### src/rtl/pipe_stage_skid.sv
// Valid/ready pipeline register carrying {pc, data} through a 2-entry skid buffer.
// in_ready is a pure register; flush discards all entries and redirects the pc.
module pipe_stage_skid #(
  parameter int                PC_W   = 13,
  parameter int                DATA_W = 32,
  parameter logic [DATA_W-1:0] BUBBLE = '0,
  parameter int                CNT_W  = 16
) (
  input  logic              CLK,
  input  logic              NRST,
  input  logic              in_valid,
  output logic              in_ready,
  input  logic [PC_W-1:0]   in_pc,
  input  logic [DATA_W-1:0] in_data,
  output logic              out_valid,
  input  logic              out_ready,
  output logic [PC_W-1:0]   out_pc,
  output logic [DATA_W-1:0] out_data,
  input  logic              stall,
  input  logic              flush,
  input  logic [PC_W-1:0]   flush_pc,
  output logic [1:0]        occupancy,
  output logic [CNT_W-1:0]  flush_cnt
);

  // Head entry (_p0) drives the outputs; skid entry (_p1) sits behind it.
  logic              vld_p0;
  logic [PC_W-1:0]   pc_p0;
  logic [DATA_W-1:0] data_p0;
  logic              vld_p1;
  logic [PC_W-1:0]   pc_p1;
  logic [DATA_W-1:0] data_p1;
  logic              in_ready_q;
  logic [CNT_W-1:0]  flush_cnt_q;
  logic              acc;
  logic              deq;

  function automatic logic [CNT_W-1:0] sat_inc(input logic [CNT_W-1:0] c);
    return (&c) ? c : c + CNT_W'(1);
  endfunction

  function automatic logic [PC_W-1:0] pc_dec(input logic [PC_W-1:0] p);
    return p - PC_W'(1);
  endfunction

  assign acc = in_valid & in_ready_q;
  assign deq = vld_p0 & out_ready & ~stall;

  always_ff @(posedge CLK) begin
    if (!NRST) begin
      vld_p0      <= 1'b0;
      vld_p1      <= 1'b0;
      pc_p0       <= '1;
      data_p0     <= BUBBLE;
      in_ready_q  <= 1'b1;
      flush_cnt_q <= '0;
    end else if (flush) begin
      // A mispredict is never held: flush beats stall and drops any transfer.
      vld_p0      <= 1'b0;
      vld_p1      <= 1'b0;
      pc_p0       <= pc_dec(flush_pc);
      data_p0     <= BUBBLE;
      in_ready_q  <= 1'b1;
      flush_cnt_q <= sat_inc(flush_cnt_q);
    end else if (!vld_p0) begin
      if (acc) begin
        vld_p0  <= 1'b1;
        pc_p0   <= in_pc;
        data_p0 <= in_data;
      end
    end else if (!vld_p1) begin
      if (acc && deq) begin
        pc_p0   <= in_pc;
        data_p0 <= in_data;
      end else if (acc) begin
        vld_p1     <= 1'b1;
        pc_p1      <= in_pc;
        data_p1    <= in_data;
        in_ready_q <= 1'b0;
      end else if (deq) begin
        vld_p0 <= 1'b0;
      end
    end else if (deq) begin
      pc_p0      <= pc_p1;
      data_p0    <= data_p1;
      vld_p1     <= 1'b0;
      in_ready_q <= 1'b1;
    end
  end

  assign in_ready  = in_ready_q;
  assign out_valid = vld_p0;
  assign out_pc    = pc_p0;
  assign out_data  = vld_p0 ? data_p0 : BUBBLE;
  assign occupancy = {1'b0, vld_p0} + {1'b0, vld_p1};
  assign flush_cnt = flush_cnt_q;

endmodule

### config.mk
export PLATFORM = sky130hd
export DESIGN_NAME = pipe_stage_skid
export DESIGN_NICKNAME = d
export VERILOG_FILES = /design/src/rtl/pipe_stage_skid.sv
export SDC_FILE = /design/constraint.sdc
export NUM_CORES = 1
export LEC_CHECK = 0
export CORE_MARGIN = 2
export CORE_UTILIZATION = 44
export DETAILED_ROUTE_END_ITERATION = 10
export PLACE_DENSITY = 0.76
export SLEW_MARGIN = 25
export SYNTH_ARGS = -nofsm -noshare
export SYNTH_HDL_FRONTEND = slang
export SYNTH_SLANG_ARGS = --single-unit
### constraint.sdc
create_clock -name CLK -period 5 [get_ports CLK]
set_clock_uncertainty 0.15 [all_clocks]
set_input_delay 1 -clock CLK [delete_from_list [all_inputs] [get_ports CLK]]
set_output_delay 1 -clock CLK [all_outputs]
set_load 0.02 [all_outputs]
==> results of run 1 <==
-- path summary, 6_finish.rpt --
| kind | from | end | slack (ns) |
|---|---|---|---|
| max | out_valid | out_data[8] | 1.58 |
| max reg2reg | out_valid | data_p0[8] | 2.19 |
| min | flush_cnt[12] | flush_cnt[12] | 0.36 |
| min reg2reg | flush_cnt[12] | flush_cnt[12] | 0.36 |
-- power by group through the flow --
stage	Clock [mW]	Sequential (mW)	Combinational, mW
2_1_floorplan	0	0.997	0.110
5_1_grt	0.756	0.974	0.258
3_5_place_dp	0	0.991	0.237
3_3_place_gp	0	0.990	0.229
6_report	0.713	0.971	0.237
4_1_cts	0.720	0.971	0.238
-- per-stage QoR --
step,utilization (%),hold WS (ns),total power [mW],setup slack [ns],area (um^2)
global route,61.2,0.382,1.99,1.42,6720
CTS,61.2,0.362,1.93,1.54,6720
floorplan,-,0.407,1.11,1.08,5010
global placement,58.5,0.327,1.22,1.42,6420
detailed placement,58.5,0.344,1.23,1.24,6420
finish,61.2,0.361,1.92,1.58,6720
-- sequential cells by signal, summed over array words and instances (netlist names) --
| name | flops |
|---|---|
| data_p0 | 32 |
| data_p1 | 32 |
| flush_cnt | 16 |
| out_pc | 13 |
| pc_p1 | 13 |
| in_ready | 1 |
| out_valid | 1 |
| vld_p1 | 1 |
-- Yosys cell counts, types with 4 or more instances --
| master | n |
|---|---|
| sky130_fd_sc_hd__dfxtp_1 | 64 |
| sky130_fd_sc_hd__mux2i_1 | 48 |
| sky130_fd_sc_hd__edfxtp_1 | 45 |
| sky130_fd_sc_hd__nor3_1 | 37 |
| sky130_fd_sc_hd__a211oi_1 | 33 |
| sky130_fd_sc_hd__and2_1 | 33 |
| sky130_fd_sc_hd__nand2_1 | 23 |
| sky130_fd_sc_hd__clkbuf_1 | 17 |
| sky130_fd_sc_hd__a21oi_1 | 15 |
| sky130_fd_sc_hd__nor2_1 | 15 |
| sky130_fd_sc_hd__nand3_1 | 14 |
| sky130_fd_sc_hd__buf_2 | 11 |
| sky130_fd_sc_hd__mux2_2 | 10 |
| sky130_fd_sc_hd__nand2b_1 | 10 |
| sky130_fd_sc_hd__inv_1 | 8 |
| sky130_fd_sc_hd__or4_1 | 8 |
| sky130_fd_sc_hd__and3_1 | 6 |
| sky130_fd_sc_hd__a22oi_1 | 5 |
| sky130_fd_sc_hd__o21ai_0 | 5 |
| sky130_fd_sc_hd__xor2_1 | 5 |
| sky130_fd_sc_hd__ha_1 | 4 |
| sky130_fd_sc_hd__nand4_1 | 4 |
| sky130_fd_sc_hd__nor4_1 | 4 |
| sky130_fd_sc_hd__o31ai_1 | 4 |
-- per-layer routing --
| metal | vias to the layer above | track usage [%] | share of wire [%] |
|---|---|---|---|
| met5 | - | 0 | 0 |
| met2 | 129 | 32.4 | 47 |
| met3 | 21 | 3.39 | 4.9 |
| met4 | 0 | 7.25 | 1.9 |
| met1 | 1941 | 26.3 | 46 |
| li1 | 1963 | - | - |
-- cell families (layout without fill, tap and decap cells) --
family                     after synthesis  after routing  share of synthesized area, %
AOI/OAI and AO/OA                       81             81                          11.5
xor gates and xnor gates                 7              7                          1.22
adders and majority gates                4              4                          1.00
buffers and inverters                   40            161                          3.57
DFF                                    109            109                          52.6
muxes                                   58             58                          11.8
and+or+nand+nor                        165            165                          18.2
-- area by class of cell --
type	count	area share (%)
inverters	8	0.447
clock buffers	11	3.61
flip-flops and latches	109	39.2
clock inverters	5	0.875
multi-input cells	315	33.2
well taps	140	2.61
repair buffers	137	20.1
-- worst reg2reg max path: cells and delay by family (launching register included) --
| kind | cells | cell delay, ns |
|---|---|---|
| compound gates | 2 | 0.38 |
| simple gates | 2 | 0.96 |
| flops | 1 | 0.80 |
| buf+inv | 1 | 0.36 |
==> PnR_summary.wiki, run 1 <==
{| class="wikitable"
! Metric !! Value
|-
| Run status || finished clean
|-
| Most area-consuming cells after synthesis || sky130_fd_sc_hd__edfxtp_1 27%, sky130_fd_sc_hd__dfxtp_1 26%, sky130_fd_sc_hd__mux2i_1 9.6%
|-
| Netlist Area Pre-Place || roughly 5000 um^2
|-
| Number of buffers and inverters on the critical path || 2
|-
| RSZ-0062 raised after global routing || false
|-
| # hold bufs at CTS || 0
|-
| Residual antenna-violating net count after detailed routing || 0
|-
| CTS H-tree depth || 3
|-
| Buffer depth of the longest clock path || 2
|-
| Standard cell with the maximum stage delay on the critical path || sky130_fd_sc_hd__dfxtp_1
|-
| Antenna violations before repair || 0
|-
| Total number of nets in the final design || 648
|-
| Post-detailed-placement half-perimeter wirelength || roughly 8600 um
|-
| Gate power share || 12.3%
|-
| Final-report hold violation count || 0
|-
| Arrival time of data at the critical path endpoint || 2.27 ns
|-
| Post-Synthesis Mean Instance Area || 10.8 um^2
|-
| Post-CTS setup buffer count || 0
|-
| Global-route wire length before repair || 19900 um
|-
| CP delay by family, top || buffers and inverters
|-
| Root Driver || sky130_fd_sc_hd__clkbuf_16
|-
| Total Negative Setup Slacks || 0 ns
|-
| Clock Sinks || 109
|-
| Logic depth of the worst setup path including buffers || 3
|-
| Number of top-level design ports || 129
|-
| Share of total power in sequential cells || 50.5%
|-
| Maximum fanout along the worst path || 24
|-
| Ant. Diodes || 0
|-
| Highest ir drop seen on vdd || 148 uV
|-
| Leakage power figure || 2.53 nW
|-
| Standard-cell row count || 38
|-
| Combined flip-flop and latch cell area || 2630 um^2
|-
| Largest area contributor in the netlist || sky130_fd_sc_hd__edfxtp_1
|-
| Class of the tightest hold or removal check || reg2reg
|-
| Part of the Yosys area used for sequential elements || 52.6%
|-
| Die Width || 111 um
|-
| Starting DRT DRC Count || 131
|-
| Int Power || approximately 1.5 mW
|-
| Final count of negative-setup-slack endpoints || 0
|-
| Count of unresolved DRC violations after routing || 0
|-
| Most common cell after layout, fill and taps aside || sky130_fd_sc_hd__clkdlybuf4s50_1
|-
| Most used cells in the layout excluding fill and tap cells || 128 x sky130_fd_sc_hd__clkdlybuf4s50_1, 64 x sky130_fd_sc_hd__dfxtp_1, 48 x sky130_fd_sc_hd__mux2i_1
|-
| CP startpoint kind || register
|-
| Number of gates given a new drive strength after cts || 0
|-
| Global route overflow || 0
|-
| Worst stage delay on the critical path || 0.80 ns
|-
| Number of buffers inserted during clock tree synthesis || 9
|-
| Number of distinct library cell variants in the gate-level netlist after synthesis || 51
|-
| Post-synth top area share || 27.0%
|-
| Routability Congestion || 0.843
|-
| Sequence of cells on the critical path || buf_4, and2_1, clkdlybuf4s50_1
|-
| Depth of the most critical reg-to-reg path || 5
|-
| Yosys warning total || 0
|-
| Post-Synthesis Net Count || roughly 530
|-
| Effective utilization at floorplan || a little under half
|-
| Net switching fraction of the power || a little under a quarter
|-
| Final wirelength || 11900 um
|-
| Placed cell count || 709
|-
| Worst slew slack as a fraction of its limit || 50.7%
|-
| Achievable Freq || 292 MHz
|-
| Non-filler instance count after layout || 725
|-
| Number of global-route vias before repair || 4099
|-
| Avg Vias per Cell || 5.59
|-
| Synthesis-stage register bit count || 109
|-
| Port-buffer cells || between 100 and 150
|-
| Transition time at the pin with the least slew margin || 0.738 ns
|-
| Largest net degree at the start of global routing || 46
|-
| Overall fraction of global-route tracks in use || 19.7%
|-
| Clk network pwr share || between 30% and 40%
|-
| Async S/R FF share, synth || 0%
|-
| Die Y-Extent || approximately 110 um
|-
| Max Cap Viol || 0
|-
| Max-slew violation total from the final report || 0
|-
| Clk pin slew, worst setup/hold paths || roughly 0.07 ns
|-
| Power density normalized to cell area || 286 nW/um^2
|-
| Core area || ~11000 um^2
|-
| Die area || 12300 um^2
|-
| Number of synthesized flops with an enable pin || 45
|-
| Endpoint class of the critical path || output pin
|-
| Detailed-routing iteration count for the pre-antenna-repair pass || 4
|-
| Fin crit share || 68.5%
|-
| Switching power of the nets || 0.448 mW
|-
| Relative area change from synthesis to final layout || 34.2%
|-
| Ratio of cells with drive above 1 in the final layout || 7.35%
|-
| Vias after detailed routing || 4054
|-
| Gate count of the mapped netlist || ~460
|-
| Fin crit period || 3.42 ns
|-
| Fill count || 887
|-
| TritonCTS clock tree || built
|-
| Top_reg_cell synth || sky130_fd_sc_hd__dfxtp_1
|-
| Category of the critical setup timing path || reg2out
|-
| Clock insertion delay at the later pin of the skew report || roughly 0.34 ns
|-
| Required time of the critical path || 3.85 ns
|-
| Routed wire per std cell || 16.5 um
|-
| Multi-input logic area || 2230 um^2
|-
| Number of cells on the worst hold path || 2
|}
Power figures use the tool's default switching activity.
==> inputs of run 2 (changes only) <==
CORE_UTILIZATION = 49   (was 44)
PLACE_DENSITY = 0.8   (was 0.76)
clock period = 3.5 ns   (was 5 ns; I/O delays follow)
==> PnR_summary.wiki, run 2 (synthesis gave the netlist of run 1 again) <==
{| class="wikitable"
! Metric !! Value
|-
| Worst slew slack as a fraction of its limit || 53.5% (+2.8 points)
|-
| Run status || finished clean
|-
| Number of buffers and inverters on the critical path || 2 (unchanged)
|-
| Sequence of cells on the critical path || buf_4, and2_1, clkdlybuf4s50_1
|-
| Core area || 9860 um^2 (-10%)
|-
| Global route overflow || 0 (unchanged)
|-
| Max-slew violation total from the final report || 0 (unchanged)
|-
| Vias after detailed routing || 3998 (-1.4%)
|-
| Clock Sinks || 109 (unchanged)
|-
| Worst hold margin || 0.350 ns (-0.0111 ns)
|-
| Die Width || 105 um (-5.1%)
|-
| Detailed-routing iteration count for the pre-antenna-repair pass || 4 (unchanged)
|-
| Achievable Freq || roughly 320 MHz
|-
| Top sig layer || met4
|-
| Fill count || 776 (-13%)
|-
| CTS H-tree depth || 3 (unchanged)
|-
| Standard cell with the maximum stage delay on the critical path || sky130_fd_sc_hd__dfxtp_1
|-
| Starting DRT DRC Count || 111 (-15%)
|-
| Clock insertion delay at the later pin of the skew report || 0.36 ns (+0.02 ns)
|-
| Largest net degree at the start of global routing || 36 (-22%)
|-
| Ratio of cells with drive above 1 in the final layout || 7.82% (+0.47 points)
|-
| Total number of nets in the final design || 651 (+0.46%)
|-
| RSZ-0062 raised after global routing || false
|-
| Ant. Diodes || 0 (unchanged)
|-
| Arrival time of data at the critical path endpoint || 2.27 ns (about the same)
|-
| # hold bufs at CTS || 0 (unchanged)
|-
| Residual antenna-violating net count after detailed routing || 0 (unchanged)
|-
| Die Y-Extent || 105 um (-5.1%)
|-
| Final core utilization || 67.1% (+5.9 points)
|-
| Final-report hold violation count || 0 (unchanged)
|-
| Number of gates given a new drive strength after cts || 0 (unchanged)
|-
| Total Negative Setup Slacks || 0 ns (unchanged)
|-
| Post-CTS setup buffer count || 0 (unchanged)
|-
| Number of top-level design ports || 129 (unchanged)
|-
| Highest ir drop seen on vdd || 248 uV (+67%)
|-
| Max Cap Viol || 0 (unchanged)
|-
| Fin crit share || 89.2%
|-
| Relative area change from synthesis to final layout || 32.2%
|-
| Routed wl met3 || 539 um (-7.9%)
|-
| Number of global-route vias before repair || 3977 (-3.0%)
|-
| Required time of the critical path || 2.65 ns (-1.20 ns)
|-
| Die area || 11000 um^2 (-9.8%)
|-
| Category of the critical setup timing path || reg2out
|-
| Avg Vias per Cell || 5.55 (-0.83%)
|-
| CP delay by family, top || buffers and inverters
|-
| Overall fraction of global-route tracks in use || 21.5% (+1.8 points)
|-
| Fin crit period || 3.12 ns
|-
| Count of unresolved DRC violations after routing || 0 (unchanged)
|-
| Port-buffer cells || 128 (unchanged)
|-
| TritonCTS clock tree || built
|-
| Met2 Routed Length || 5690 um (+1.3%)
|-
| Clk pin slew, worst setup/hold paths || 0.11 ns (+0.04 ns)
|-
| CP startpoint kind || register
|-
| Wire length on met1 || 5410 um (-2.1%)
|-
| Routed wire per std cell || 16.3 um (-1.2%)
|-
| Endpoint class of the critical path || output pin
|-
| Routability Congestion || 0.849 (+0.78%)
|-
| Class of the tightest hold or removal check || reg2reg
|-
| Transition time at the pin with the least slew margin || 0.696 ns (-0.0419 ns)
|-
| Buffer depth of the longest clock path || 2 (unchanged)
|-
| Power consumption || 2.44 mW (+27%)
|-
| Number of buffers inserted during clock tree synthesis || 9 (unchanged)
|-
| Post-detailed-placement half-perimeter wirelength || 8330 um (-2.8%)
|-
| Standard-cell row count || 36 (-5.3%)
|-
| Leakage power figure || 2.50 nW (-1.3%)
|-
| Global-route wire length before repair || 19400 um (-2.5%)
|-
| Root Driver || sky130_fd_sc_hd__clkbuf_8
|-
| Maximum fanout along the worst path || 24 (unchanged)
|-
| Effective utilization at floorplan || 50.8% (+5.2 points)
|-
| Worst stage delay on the critical path || 0.79 ns (about the same)
|-
| Final wirelength || 11700 um (-1.8%)
|-
| Final count of negative-setup-slack endpoints || 0 (unchanged)
|-
| Power density normalized to cell area || 368 nW/um^2 (+29%)
|-
| Most common cell after layout, fill and taps aside || sky130_fd_sc_hd__clkdlybuf4s50_1
|-
| Most used cells in the layout excluding fill and tap cells || 128 x sky130_fd_sc_hd__clkdlybuf4s50_1, 64 x sky130_fd_sc_hd__dfxtp_1, 48 x sky130_fd_sc_hd__mux2i_1
|-
| Antenna violations before repair || 0 (unchanged)
|}
[run 2: changes by cell type in the layout (fill, tap and decap cells not counted), sizes merged]
cell	delta
inv	+2
clkinv	+1
bufinv	-1
clkinvlp	-2
buf	+3
[run 2: final timing paths]
kind,cells after the start,end,startpoint,slack [ns]
hold / removal,2,flush_cnt[12],flush_cnt[12],0.35
setup / recovery,3,out_data[11],out_valid,0.38
hold reg to reg,2,flush_cnt[12],flush_cnt[12],0.35
setup reg to reg,4,data_p0[1],out_valid,1.02
[run 2: metrics by stage]
step                      area, um^2  cells  setup WS, ns
after floorplan                 5020    464         0.528
after global placement          6430    705         0.465
after detailed placement        6430    705         0.330
after CTS                       6620    721         0.328
after global routing            6620    721         0.200
final                           6620    721         0.377
[run 2: per-layer routing]
| metal | vias up | track usage [%] |
|---|---|---|
| met5 | - | 0 |
| met4 | 0 | 5.43 |
| met3 | 9 | 3.93 |
| met2 | 101 | 35.8 |
| met1 | 1918 | 29.1 |
| li1 | 1970 | - |
[run 2: power breakdown]
part	internal [mW]	switching (mW)
clock network	0.290	0.423
registers	1.36	0.0255
logic	0.170	0.167
total	1.82	0.616
[run 2: layout make-up]
cell class	instances	area [um^2]	share of cell area, %
tap	133	166	2.51
sequential	109	2630	39.8
clock inverter	5	43.8	0.662
clock buffer	11	141	2.14
inverter	8	30.0	0.454
timing repair buffer	140	1370	20.7
multi-input combinational	315	2230	33.7
[run 2: worst register-to-register path, cell delays in order (launching register included)]
cell and delay [ns]:
sky130_fd_sc_hd__dfxtp_1 0.79, sky130_fd_sc_hd__ha_1 0.43, sky130_fd_sc_hd__o32ai_4 0.13, sky130_fd_sc_hd__or2_2 0.56
sky130_fd_sc_hd__a211oi_1 0.33
